File: config.mk
export PLATFORM = sky130hd
export DESIGN_NAME = chip8_sprite_draw
export DESIGN_NICKNAME = d
export VERILOG_FILES = /design/src/rtl/chip8_sprite_draw.sv
export SDC_FILE = /design/constraint.sdc
export NUM_CORES = 1
export LEC_CHECK = 0
export CORE_MARGIN = 2
export CORE_UTILIZATION = 51
export CTS_CLUSTER_SIZE = 10
export DETAILED_ROUTE_END_ITERATION = 8
export PLACE_DENSITY = 0.81
export SLEW_MARGIN = 15
export SYNTH_ARGS = -nofsm -noshare
export SYNTH_HDL_FRONTEND = slang
export SYNTH_SLANG_ARGS = --single-unit
File: constraint.sdc
create_clock -name clk_in -period 2.8 [get_ports clk_in]
set_input_delay 0.42 -clock clk_in [delete_from_list [all_inputs] [get_ports clk_in]]
set_output_delay 0.42 -clock clk_in [all_outputs]
set_load 0.02 [all_outputs]
File: src/rtl/chip8_sprite_draw.sv
// CHIP-8 DXYN sprite draw engine.
// Fetches N sprite bytes from RAM at I, then XORs each one into the 64x32 1-bpp VRAM.
// Each sprite row touches at most two VRAM bytes: left and right.
// VF collision is accumulated as a sticky flag.
// This block is the sole master of the memory video request port.
`timescale 1ns/1ps
module chip8_sprite_draw #(
  parameter int WIDTH = 8
) (
  input  logic        clk_in,
  input  logic        rst_in,
  input  logic        start_in,
  input  logic [7:0]  x_in,
  input  logic [7:0]  y_in,
  input  logic [3:0]  n_in,
  input  logic [11:0] i_in,
  output logic        busy_out,
  output logic        done_out,
  output logic        collision_out,
  output logic [15:0] video_addr_out,
  output logic        video_we_out,
  output logic        video_valid_out,
  output logic [15:0] video_data_out,
  output logic        video_type_out,
  input  logic        video_ready_in,
  input  logic        video_valid_in,
  input  logic [15:0] mem_data_in
);

  typedef enum logic [3:0] {
    S_IDLE, S_SPR_REQ, S_SPR_WAIT, S_L_REQ, S_L_WAIT, S_L_WR,
    S_R_REQ, S_R_WAIT, S_R_WR, S_NEXT, S_DONE
  } state_t;

  state_t           state_q, state_d;
  logic [5:0]       x0_q, x0_d;
  logic [4:0]       y0_q, y0_d;
  logic [3:0]       n_q, n_d;
  logic [11:0]      i_q, i_d;
  logic [4:0]       r_q, r_d;
  logic [WIDTH-1:0] ml_q, ml_d, mr_q, mr_d, old_q, old_d;
  logic             coll_q, coll_d;

  // Upper input bits are don't-care: start position wraps, data is one byte.
  logic unused_bits;
  assign unused_bits = ^{x_in[7:6], y_in[7:5], mem_data_in[15:WIDTH]};

  logic                 accept;
  logic [5:0]           row_sum, next_row;
  logic [4:0]           r_inc;
  logic [7:0]           bl, br;
  logic                 right_ok, last_row;
  logic [2*WIDTH-1:0]   m16;
  logic [WIDTH-1:0]     rd_byte;

  assign accept   = video_valid_out & video_ready_in;
  assign rd_byte  = mem_data_in[WIDTH-1:0];
  // Row never exceeds 31 here because NEXT clips at the bottom edge.
  assign row_sum  = {1'b0, y0_q} + {1'b0, r_q};
  assign next_row = row_sum + 6'd1;
  assign r_inc    = r_q + 5'd1;
  assign bl       = {row_sum[4:0], x0_q[5:3]};
  // The right byte is never fetched in column 7, so bl+1 stays within the row.
  assign br       = bl + 8'd1;
  assign right_ok = (mr_q != '0) && (x0_q[5:3] != 3'd7);
  assign last_row = (r_inc == {1'b0, n_q}) || (next_row >= 6'd32);
  assign m16      = {rd_byte, {WIDTH{1'b0}}} >> x0_q[2:0];

  // State and datapath registers
  always_ff @(posedge clk_in) begin
    if (!rst_in) begin
      state_q <= S_IDLE;
      x0_q    <= '0;
      y0_q    <= '0;
      n_q     <= '0;
      i_q     <= '0;
      r_q     <= '0;
      ml_q    <= '0;
      mr_q    <= '0;
      old_q   <= '0;
      coll_q  <= 1'b0;
    end else begin
      state_q <= state_d;
      x0_q    <= x0_d;
      y0_q    <= y0_d;
      n_q     <= n_d;
      i_q     <= i_d;
      r_q     <= r_d;
      ml_q    <= ml_d;
      mr_q    <= mr_d;
      old_q   <= old_d;
      coll_q  <= coll_d;
    end
  end

  // Next-state logic
  always_comb begin
    state_d = state_q;
    case (state_q)
      S_IDLE:     if (start_in) state_d = (n_in == 4'd0) ? S_DONE : S_SPR_REQ;
      S_SPR_REQ:  if (accept) state_d = S_SPR_WAIT;
      S_SPR_WAIT: if (video_valid_in) state_d = S_L_REQ;
      S_L_REQ: begin
        if (ml_q == '0)  state_d = right_ok ? S_R_REQ : S_NEXT;
        else if (accept) state_d = S_L_WAIT;
      end
      S_L_WAIT:   if (video_valid_in) state_d = S_L_WR;
      S_L_WR:     if (accept) state_d = right_ok ? S_R_REQ : S_NEXT;
      S_R_REQ:    if (accept) state_d = S_R_WAIT;
      S_R_WAIT:   if (video_valid_in) state_d = S_R_WR;
      S_R_WR:     if (accept) state_d = S_NEXT;
      S_NEXT:     state_d = last_row ? S_DONE : S_SPR_REQ;
      S_DONE:     state_d = S_IDLE;
      default:    state_d = S_IDLE;
    endcase
  end

  // Datapath updates: latch command, capture masks and old VRAM bytes, sticky collision
  always_comb begin
    x0_d   = x0_q;
    y0_d   = y0_q;
    n_d    = n_q;
    i_d    = i_q;
    r_d    = r_q;
    ml_d   = ml_q;
    mr_d   = mr_q;
    old_d  = old_q;
    coll_d = coll_q;
    case (state_q)
      S_IDLE: if (start_in) begin
        x0_d   = x_in[5:0];
        y0_d   = y_in[4:0];
        n_d    = n_in;
        i_d    = i_in;
        r_d    = '0;
        coll_d = 1'b0;
      end
      S_SPR_WAIT: if (video_valid_in) begin
        ml_d = m16[2*WIDTH-1:WIDTH];
        mr_d = m16[WIDTH-1:0];
      end
      S_L_WAIT: if (video_valid_in) begin
        old_d = rd_byte;
        if ((rd_byte & ml_q) != '0) coll_d = 1'b1;
      end
      S_R_WAIT: if (video_valid_in) begin
        old_d = rd_byte;
        if ((rd_byte & mr_q) != '0) coll_d = 1'b1;
      end
      S_NEXT: r_d = r_inc;
      default: ;
    endcase
  end

  // Outputs decoded from state; request fields depend only on held registers, so they stay stable under backpressure
  always_comb begin
    video_valid_out = 1'b0;
    video_we_out    = 1'b0;
    video_type_out  = 1'b0;
    video_addr_out  = '0;
    video_data_out  = '0;
    done_out        = 1'b0;
    busy_out        = (state_q != S_IDLE) && (state_q != S_DONE);
    case (state_q)
      S_SPR_REQ: begin
        video_valid_out = 1'b1;
        video_addr_out  = {4'h0, i_q + {7'd0, r_q}};
      end
      S_L_REQ: begin
        video_valid_out = (ml_q != '0);
        video_type_out  = 1'b1;
        video_addr_out  = {8'h00, bl};
      end
      S_L_WR: begin
        video_valid_out = 1'b1;
        video_we_out    = 1'b1;
        video_type_out  = 1'b1;
        video_addr_out  = {8'h00, bl};
        video_data_out  = {{(16-WIDTH){1'b0}}, old_q ^ ml_q};
      end
      S_R_REQ: begin
        video_valid_out = 1'b1;
        video_type_out  = 1'b1;
        video_addr_out  = {8'h00, br};
      end
      S_R_WR: begin
        video_valid_out = 1'b1;
        video_we_out    = 1'b1;
        video_type_out  = 1'b1;
        video_addr_out  = {8'h00, br};
        video_data_out  = {{(16-WIDTH){1'b0}}, old_q ^ mr_q};
      end
      S_DONE: done_out = 1'b1;
      default: ;
    endcase
  end

  assign collision_out = coll_q;

endmodule

* Word level (Yosys, flattened, before mapping) *
Index checks and enable logic that the tools add are counted.

word-level totals
  register bits after elaboration = 61
  bits of input ports = 53
  output and inout port bits = 38
  word-level logic and storage cells = 99

cells by class
  $add $sub $neg = 5
  magnitude comparators = 1
  equality and inequality tests = 24
  shifts and indexed selects = 1
  muxes and demuxes = 28
  bitwise operators = 5
  reductions and logical operators = 25

operator list
  operator               number
  $mux W4                13
  $pmux W4 S10           1
  $pmux W12 S3           1
  $reduce_bool A8 Y1     4
  $ne A2 B2 Y1 const B   10
  $and A8 B8 Y8          2
  $eq A4 B3 Y1 const B   4
  $pmux W8 S2            1
  $shr A16 B3 Y16        1
  $xor A8 B8 Y8          2
  $add A12 B5 Y12        1
  $eq A4 B4 Y1 const B   3
  $pmux W5 S2            1
  $reduce_and A9 Y1      1
  $add A8 B1 Y8 const B  1
  $eq A4 B2 Y1 const B   2
  $logic_not A4 Y1       2
  $logic_not A8 Y1       1
  $mux W1                8
  $reduce_and A2 Y1      4
  $reduce_or A2 Y1       4
  $reduce_or A4 Y1       2
  $add A5 B5 Y6          1
  $add A6 B1 Y6 const B  1
  16 further kinds       18

* Logic depth before layout (Yosys ltp) *
Gate-level depths: netlist of the first run.

  depth after elaboration = 7
  mapped depth = 8
  mapped depth without buffers = 8

* Least setup slack after synthesis of the first run *
No wires, ideal clock.

  path kind = register -> output
  from = reg r_q[0]
  to = out video_addr_out[6]
  arrival = 2.173 ns
  required time = 2.380 ns
  setup slack = 0.207 ns
  cell stages (with the launch flop) = 9
  path buffers = 0
  path through = dfxtp_1 ha_1 fa_1 a21o_1 a21oi_1 nor2b_1 o21ai_0 xor2_1 o21ai_0

between the ends
  word-level cells in the longest chain between the ends = 3
  elaborated cells between the ends (all ways) = 4
  classes of those cells = add/sub: 3; mux: 1

ends and longest elaborated chain
  element                   line  source
  start: declaration        40    logic [4:0] r_q, r_d;
  start signal: assignment  88    r_q <= r_d;
  $add A5 B5 Y6             59    assign row_sum = {1'b0, y0_q} + {1'b0, r_q};
  $add A8 B1 Y8             64    assign br = bl + 8'd1;
  $pmux W12 S3 (*)          164   case (state_q)
  end: declaration          20    output logic [15:0] video_addr_out,

Every way passes the cells marked *; elsewhere a longest branch is shown, timed or not.

* Final worst setup path of the first run *
  from = reg r_q[0]
  to = out video_addr_out[7]

The elaborated chain is that of the path after synthesis.

==> impl_metrics.env, run 1 <==
export IMPL_min_period_over_period=1.01
export IMPL_ant_nets=0
export IMPL_power_switching_mw=1.42
export IMPL_register_area_um2=1210
export IMPL_synthTopCellsByCount="83 x nand2_1, 62 x nor2_1, 60 x dfxtp_1"
export IMPL_setup_viol=2
export IMPL_port_buffers=65
export IMPL_num_vias=4029
export IMPL_multi_input_area_um2=2700
export IMPL_crit_path_end_kind="output port"
export IMPL_dpl_cell_count=689
export IMPL_synth_area_top_cells="dfxtp_1 30%, nand2_1 7.7%, mux2i_1 7.7%"
export IMPL_intPower_mw=2.02
export IMPL_dpl_cell_area_um2=4860
export IMPL_pwr_share_comb=0.443
export IMPL_yosysTopAreaCell="dfxtp_1"
export IMPL_max_slew_margin_rel=0.527
export IMPL_netlist_area_leader_share=0.299
export IMPL_fin_area_um2=5170
export IMPL_core_area_um2=7690
export IMPL_grt_pass1_vias=3661
export IMPL_wl_per_cell_um=15.0
export IMPL_synth_area_um2=4020
export IMPL_max_stage_delay_ns=0.55
export IMPL_cts_sinks=60
export IMPL_crit_type="reg2out"
export IMPL_crit_path_start_kind="flip-flop"
export IMPL_ys_seq_elements=60
export IMPL_maxCapViolCount=0
export IMPL_design_die_area_um2=8610
export IMPL_fp_dieW_um=92.8
export IMPL_cts_htree_levels=3
export IMPL_routed_wl_mm=10.7
export IMPL_fin_ws_ns=-0.0234
export IMPL_clockPowerShare=0.230
export IMPL_violations="negative setup slack"
export IMPL_clockBufferDepth=2
export IMPL_worst_pin_slew_ns=0.705
export IMPL_num_rows=32
export IMPL_die_y_um=92.8
export IMPL_drv_slew=0
export IMPL_synthArstFlopShare=0
export IMPL_place_congestion=0.923
export IMPL_synthToLayoutAreaGrowth_pct=28.6
export IMPL_diodes=0
export IMPL_antenna_found_initial=0
export IMPL_synth_warnings=0
export IMPL_stdcell_count=711
export IMPL_regToRegSetupSlack_ns=0.29
export IMPL_rsz0062_at_grt="true"
export IMPL_synth_edf_count=0
export IMPL_fill_cells=659
export IMPL_whs_ns=0.464
export IMPL_clk_latency_ns=0.34
export IMPL_fin_util=0.673
export IMPL_avgSynthCellArea_um2=7.70
export IMPL_status="finished, violations left"
export IMPL_post_route_min_period_ns=2.82
export IMPL_drc=0
export IMPL_synth_cell_types=68
export IMPL_avgViaCountPerCell=5.67
export IMPL_crit_required_ns=2.38
export IMPL_grt_max_degree=30
export IMPL_fmax_mhz=354
export IMPL_io_pins=91
export IMPL_initial_core_util=0.523
export IMPL_clkTransAtPathRegs_ns=0.08
export IMPL_syn_inst=522
export IMPL_dpl_worst_slack_ns=-0.189
export IMPL_power_mw=3.45
export IMPL_min_path_type="reg2reg"
export IMPL_grt_pass1_wl_mm=17.3
export IMPL_hold_viol_final=0
export IMPL_final_nets=672
export IMPL_critPathMaxFanout=3
export IMPL_cts_root_buf="clkbuf_8"
export IMPL_peakVddDrop_v=0.000486
export IMPL_fin_setup_tns_ns=-0.0244
export IMPL_ys_flop_type="dfxtp_1"
export IMPL_cp_cell_sequence="ha_1, fa_2, nand3_1, nor4b_2, xor2_1, a22oi_1, o21ai_0, buf_2"
export IMPL_drive_gt1_frac=0.149
export IMPL_yosysMostFrequentCell="nand2_1"
export IMPL_p_sw_frac=0.412
export IMPL_ys_seq_area_frac=0.299
export IMPL_grt_ovfl_total=0
export IMPL_numCtsBuffers=9
export IMPL_grtUsageTotal=0.250
export IMPL_pwr_share_seq=0.327
export IMPL_p_leak_nw=2.21
export IMPL_drt_iter0_drc=263
export IMPL_power_per_cell_area_nw_per_um2=666
export IMPL_cts_tree="yes"
export IMPL_cp_arrival_ns=2.40
export IMPL_dp_hpwl_mm=7.82
export IMPL_skew_ns=0.0114
export IMPL_crit_path_top_delay_cell="fa_2"
export IMPL_drtPass1Iterations=5
==> power by group through the flow <==
stage	sequential (mW)	clock (mW)	combinational (mW)
floorplan	1.07	0	1.08
finish	1.13	0.793	1.53
global route	1.15	0.831	1.69
detailed placement	1.13	0	1.49
global placement	1.13	0	1.44
CTS	1.12	0.799	1.50
==> repair_timing <==
item                                    4_1_cts  5_1_grt
pin swaps                                     1        8
gates resized for setup                      44       30
hold buffers                                  0        0
cloned                                        1        0
buffers inserted                              3        2
endpoints found under the setup margin       20       19
==> kinds of logic (layout without fill, tap and decap cells) <==
group                    count (synthesis)  after routing  synth area share
buffers and inverters                   48            123            0.0610
AO/OA/AOI/OAI                          123            123             0.199
XOR/XNOR                                28             28            0.0610
AND/OR/NAND/NOR                        215            216             0.249
flip-flops                              60             60             0.299
adder cells (fa/ha/maj)                 15             15            0.0504
multiplexers                            32             32            0.0800
other                                    1             12          0.000933
==> worst max-delay path, delay by kind of cell (launching register included) <==
family / cells / cell delay (ns)
buffers and inverters: 1 / 0.20
AO/OA/AOI/OAI: 2 / 0.19
XOR/XNOR: 1 / 0.20
adder cells (fa/ha/maj): 2 / 0.76
AND/OR/NAND/NOR: 2 / 0.36
flip-flops: 1 / 0.36
==> final cells by class <==
type | count | area share
Multi-Input combinational cell | 426 | 0.522
Sequential cell | 60 | 0.234
Timing Repair Buffer | 100 | 0.175
Tap cell | 102 | 0.0247
Clock buffer | 9 | 0.0240
Clock inverter | 7 | 0.0148
Inverter | 7 | 0.00508
==> final timing paths <==
path | cells after the start | endpoint | from
setup / recovery | 8 | video_addr_out[7] | r_q[0]$_SDFFE_PN0P_
hold / removal | 2 | i_q[3]$_SDFFE_PN0P_ | i_q[3]$_SDFFE_PN0P_
setup reg to reg | 9 | state_q[0]$_SDFFE_PN0P_ | r_q[0]$_SDFFE_PN0P_
hold reg to reg | 2 | i_q[3]$_SDFFE_PN0P_ | i_q[3]$_SDFFE_PN0P_
==> cell usage in the layout, fill, tap and decap left out, types with 4 or more instances in the layout <==
master | synthesis | routed
nand3_1 | 14 | 14
ha_1 | 13 | 12
conb_1 | 1 | 12
buf_2 | 4 | 5
nor3_1 | 10 | 10
inv_1 | 5 | 5
and3_1 | 7 | 7
nand2b_1 | 7 | 8
buf_4 | 12 | 35
o21ai_0 | 17 | 15
nand2_1 | 83 | 83
clkdlybuf4s50_1 | 0 | 44
dlymetal6s2s_1 | 0 | 7
clkbuf_8 | 0 | 9
mux2i_1 | 31 | 31
a21oi_1 | 52 | 49
nor2_1 | 62 | 60
dlygate4sd2_1 | 0 | 4
xor2_1 | 17 | 17
a22oi_1 | 8 | 8
a21o_1 | 5 | 5
xnor2_1 | 11 | 10
a211oi_1 | 6 | 6
dfxtp_1 | 60 | 56
o211ai_1 | 4 | 4
==> flip-flops by register name (all words and copies together) (netlist names), 5 cells and up <==
signal	count
ml_q	8
old_q	8
x0_q	6
y0_q	5
i_q	12
mr_q	7
r_q	5
==> layer usage <==
layer | vias up | global-route usage | part of all wire
met5 | - | 0 | 0
met4 | 0 | 0.0735 | 0.0095
met3 | 11 | 0.0391 | 0.062
met2 | 135 | 0.394 | 0.46
met1 | 1894 | 0.352 | 0.47
li1 | 1989 | - | -
(Power assumes the default switching activity.)
==> run 2, diff against run 1 <==
Settings changed: SLEW_MARGIN 15 to 20.
==> results of run 2 <==
Same layout as run 1: the final DEF is identical, and so are final timing and power.
